--- src/rtl/writeback_stage.sv ---
// writeback_stage: registers MEM results, aligns loads and drives the register-file write port
module writeback_stage #(
  parameter int DATA_W = 32,
  parameter int ADDR_W = 5
) (
  input  logic              Clk,
  input  logic              Rst,
  input  logic              Stall,
  input  logic              Flush,
  input  logic              in_valid,
  input  logic              in_RegWrite,
  input  logic              in_MemToReg,
  input  logic              in_Link,
  input  logic [2:0]        in_LoadType,
  input  logic [1:0]        in_ByteOff,
  input  logic [ADDR_W-1:0] in_Rd,
  input  logic [DATA_W-1:0] in_AluResult,
  input  logic [DATA_W-1:0] in_MemData,
  input  logic [DATA_W-1:0] in_PCPlus8,
  output logic              RegWr,
  output logic [ADDR_W-1:0] RW,
  output logic [DATA_W-1:0] BusW,
  output logic              wb_valid,
  output logic              exc_misalign,
  output logic [31:0]       retired_count
);
  logic [7:0] ldByte;
  logic [15:0] ldHalf;
  logic [DATA_W-1:0] loadData, result;
  logic isHalf, isWord, mis, regWriteQ, misQ, written;
  // big-endian sub-word extraction, result select and misalignment detection
  always_comb begin
    ldByte = 8'(in_MemData >> {~in_ByteOff, 3'b000});
    ldHalf = in_ByteOff[1] ? in_MemData[15:0] : in_MemData[31:16];
    isHalf = in_LoadType == 3'b011 || in_LoadType == 3'b100;
    isWord = in_LoadType == 3'b000 || in_LoadType > 3'b100;
    loadData = in_LoadType == 3'b001 ? {{24{ldByte[7]}}, ldByte} :
               in_LoadType == 3'b010 ? {24'b0, ldByte} :
               in_LoadType == 3'b011 ? {{16{ldHalf[15]}}, ldHalf} :
               in_LoadType == 3'b100 ? {16'b0, ldHalf} : in_MemData;
    result = in_Link ? in_PCPlus8 : in_MemToReg ? loadData : in_AluResult;
    mis = in_valid & in_MemToReg & (isHalf ? in_ByteOff[0] : isWord & (in_ByteOff != 2'b00));
  end
  // WB register: reset, then flush, then stall hold, else capture
  always_ff @(posedge Clk) begin
    if (Rst) begin
      wb_valid <= 1'b0;
      regWriteQ <= 1'b0;
      RW <= '0;
      BusW <= '0;
      misQ <= 1'b0;
      written <= 1'b0;
      retired_count <= '0;
    end else if (Flush) begin
      wb_valid <= 1'b0;
      regWriteQ <= 1'b0;
      misQ <= 1'b0;
      written <= 1'b0;
    end else if (Stall) begin
      written <= 1'b1;
    end else begin
      wb_valid <= in_valid;
      regWriteQ <= in_RegWrite;
      RW <= in_Rd;
      BusW <= result;
      misQ <= mis;
      written <= 1'b0;
      retired_count <= retired_count + 32'(in_valid);
    end
  end
  // a held instruction writes and raises its exception only in its first WB cycle
  always_comb begin
    RegWr = wb_valid & regWriteQ & (RW != '0) & ~misQ & ~written;
    exc_misalign = wb_valid & misQ & ~written;
  end
endmodule

--- config.mk ---
export PLATFORM = sky130hd
export DESIGN_NAME = writeback_stage
export DESIGN_NICKNAME = d
export VERILOG_FILES = /design/src/rtl/writeback_stage.sv
export SDC_FILE = /design/constraint.sdc
export NUM_CORES = 1
export LEC_CHECK = 0
export CAP_MARGIN = 10
export CORE_UTILIZATION = 43
export CTS_CLUSTER_SIZE = 25
export DETAILED_ROUTE_END_ITERATION = 16
export PLACE_DENSITY = 0.82
export SYNTH_ARGS = -nofsm -noshare
export SYNTH_HDL_FRONTEND = slang
export SYNTH_SLANG_ARGS = --single-unit
--- constraint.sdc ---
create_clock -name Clk -period 2.1 [get_ports Clk]
set_input_delay 0.42 -clock Clk [delete_from_list [all_inputs] [get_ports Clk]]
set_output_delay 0.42 -clock Clk [all_outputs]
set_load 0.05 [all_outputs]
==> key figures <==
Detailed routing
  – Post-route ant nets: 0
  – First-pass detailed-route iteration total: 5
  – Initial drt markers: roughly 330
  – Via count: slightly above 5,000
  – # DRC: 0
  – DR vias/cell: 6.08
  – Wire per inst: about 19 microns
  – Wirelength, routed: roughly 16 mm

Yosys
  – YS warnings: 0
  – Top cell type's share of synthesized area: 0.333
  – Synthesized area: between 0.004 and 0.005 sq mm
  – Synth Area in Simple Gates: 0.231
  – Post-synthesis cell count: roughly 510
  – Synth Area in Adders: 0.0114
  – Post-synth EDFFs: 0
  – Post-synthesis mux area share: 0.0737
  – Number of distinct library cells after synthesis: 54
  – Ranking of synthesized cells by area: dfxtp_1 (33%), a221oi_1 (6.0%), mux4_2 (4.6%)
  – Post-Synth XOR/XNOR Area: 0.0200
  – Largest family of logic cells by synthesized area: compound AO/OA/AOI/OAI gates
  – Yosys reg bits: 73
  – Post-Synthesis Net Count: approximately 630
  – Compound-Gate Fraction of Synth Area: 0.276
  – Ys async rst share: 0
  – Top cell type by total area after synthesis: dfxtp_1
  – Seq/Total Area, Yosys: 0.333
  – Syn_area_per_cell: approximately 8.6 sq um
  – Ys flop type: dfxtp_1

CTS
  – Clk buf depth: 2
  – Clock Sinks: between 70 and 80
  – Num CTS Buffers: 9
  – TritonCTS clock tree: built
  – Worst-Skew Late Latency: between 0.3 and 0.4 ns
  – CTS clock-pin slew for the worst setup and hold paths: about 0.070 ns
  – Clock Tree Root: clkbuf_8
  – H-Tree Depth: 3

Critical path
  – Critical-path top delay cell: clkdlybuf4s50_1
  – Buffers & Inverters on Critical Path: 1
  – Critical Path End Type: output port
  – Worst endpoint data arrival time: about 1.6 ns
  – Critical Path RT: 1.68 ns
  – Worst-path fanout max: 7
  – Crit-path leading delay family: buffers and inverters
  – Setup crit start kind: flop
  – Worst-path cell chain: clkdlybuf4s50_1
  – Kind of critical path: reg2out
  – Crit-path max cell delay: roughly 0.84 ns

Power
  – VDD IR max: 0.273 mV
  – Pwr dens: 540 mW/mm^2
  – Pwr Total: 3.74 mW
  – Static leakage: approximately 2.6 nW

Die
  – Die X-Extent: 103 microns
  – Row cnt: 36
  – Top-Level Pins: approximately 190
  – Die ar.: 0.0106 sq mm
  – Chip height: slightly above 100 microns
  – Core area: 0.00982 sq mm
  – Starting Density: 0.446

Timing
  – Count of final hold-check violations: 0
  – Worst-margin pin slew: around 0.56 ns
  – Final worst path period need: 2.04 ns
  – Final Cycle Share: 0.971
  – Unrepaired setup endpoints after global routing: no
  – Final setup fails: 0
  – Fmax: 490 MHz
  – Clk_skew: around 0.011 ns
  – Slew HR: 0.626
  – Slew Limit Fails: 0

Global routing
  – Largest net degree at the start of global routing: 80
  – GRT Total Usage: 0.304
  – Vias in the first global route: approximately 5,000
  – Grt ovf: 0
  – First-pass GRT wire length: around 24 mm
  – Antenna violations before repair: 0

Cells and area
  – Layout cells sized above 1: 0.148
  – Commonest cells after routing, fill and taps aside: clkdlybuf4s50_1 (176), dfxtp_1 (72), buf_4 (49), nor2_1 (44), nand2_1 (38)
  – Commonest non-fill, non-tap cell in the layout: clkdlybuf4s50_1
  – Inserted Diodes: 0
  – Nets: approximately 830
  – Area growth from synthesis to layout: 57.8%
  – Final instance count without filler cells: 854
  – Design area: about 0.007 sq mm

Placement
  – Port bufs: roughly 190
  – Gpl congestion: a little over 0.9
  – DP Cell Count: between 800 and 900
  – DP Area: approximately 0.0066 sq mm
  – HPWL Detailed: approximately 12 mm

Status
  – Status: finished clean

Run
  – Max Cap Viol: 0

Min path
  – Min-delay worst type: reg2reg
report_power, final:
part,leakage [nW],internal [mW],total (mW),switching [mW]
sequential,0.595,1.44,1.47,0.0321
combinational,1.91,0.479,1.00,0.521
clock,0.113,0.701,1.27,0.567
per-layer routing:
layer  up-vias  share of wire  routed length (microns)  global-route usage
met5         -              0                        0                   0
met4         0          0.052                      831               0.177
met3        70           0.11                     1690              0.0800
met2       328           0.48                     7780               0.519
met1      2409           0.36                     5820               0.343
li1       2384              -                        -                   -
sequential cells by signal, summed over array words and instances (netlist names):
signal / flops
retired_count: 32
misQ: 1
BusW: 32
RW: 5
written: 1
regWriteQ: 1
wb_valid: 1
per-stage QoR:
step                 util  hold slack (ns)  TNS [ns]  setup slack (ns)
floorplan               -            0.431         0            0.0883
CTS                 0.700            0.456         0           0.00159
finish              0.704            0.469         0            0.0606
global route        0.704            0.483         0           0.00197
global placement    0.673            0.453    -18.44            -0.496
detailed placement  0.673            0.460    -21.23            -0.663
cell type report:
cell class / count / area, sq um
Clock buffer: 11 / 141
Clock inverter: 5 / 78.8
Fill cell: 788 / 2900
Inverter: 7 / 26.3
Multi-Input combinational cell: 386 / 2720
Sequential cell: 73 / 1460
Tap cell: 133 / 166
Timing Repair Buffer: 239 / 2320
path summary, 6_finish.rpt:
check	startpoint	end	slack, ns	cells past startpoint
worst max-delay path	retired_count[17]$_SDFFE_PP0P_	retired_count[17]	0.06	1
worst min-delay path	retired_count[0]$_SDFFE_PP0P_	retired_count[0]$_SDFFE_PP0P_	0.47	2
worst max register to register	retired_count[7]$_SDFFE_PP0P_	retired_count[28]$_SDFFE_PP0P_	0.19	4
worst min register to register	retired_count[0]$_SDFFE_PP0P_	retired_count[0]$_SDFFE_PP0P_	0.47	2
what timing repair did:
item,in CTS,in global routing
pin swaps,1,4
gates cloned,0,1
resized for setup,6,10
hold buffers,0,0
setup buffers,2,1
endpoints found under the setup margin,29,33
cells by family (layout without fill, tap and decap cells):
group,Yosys count,in the layout
AND/OR/NAND/NOR,185,185
flip-flops,73,73
multiplexers,20,20
adder cells (fa/ha/maj),4,4
XOR/XNOR,10,10
buffers and inverters,52,262
AO/OA/AOI/OAI,167,167
synthesized netlist by cell type, drive strengths merged (4+ instances only):
master,number
or4,7
or3,15
a21boi,9
o21bai,16
o31ai,8
dfxtp,73
and3,19
a221oi,30
clkbuf,30
a21oi,23
ha,4
a22oi,15
o41ai,6
o221ai,9
nand4,9
nand3,6
a211oi,16
mux2,8
nor2,45
nor3,12
xor2,7
o21ai,16
and2,5
mux4,9
nor2b,8
inv,7
o22ai,15
and4,4
buf,15
nand2,38
worst reg2reg max path: stages (launching register included):
cell and delay [ns]:
dfxtp_1 0.40, and3_1 0.29, nand4_1 0.35, nor4_1 0.38, mux2_2 0.37
Power figures use the tool's default switching activity.
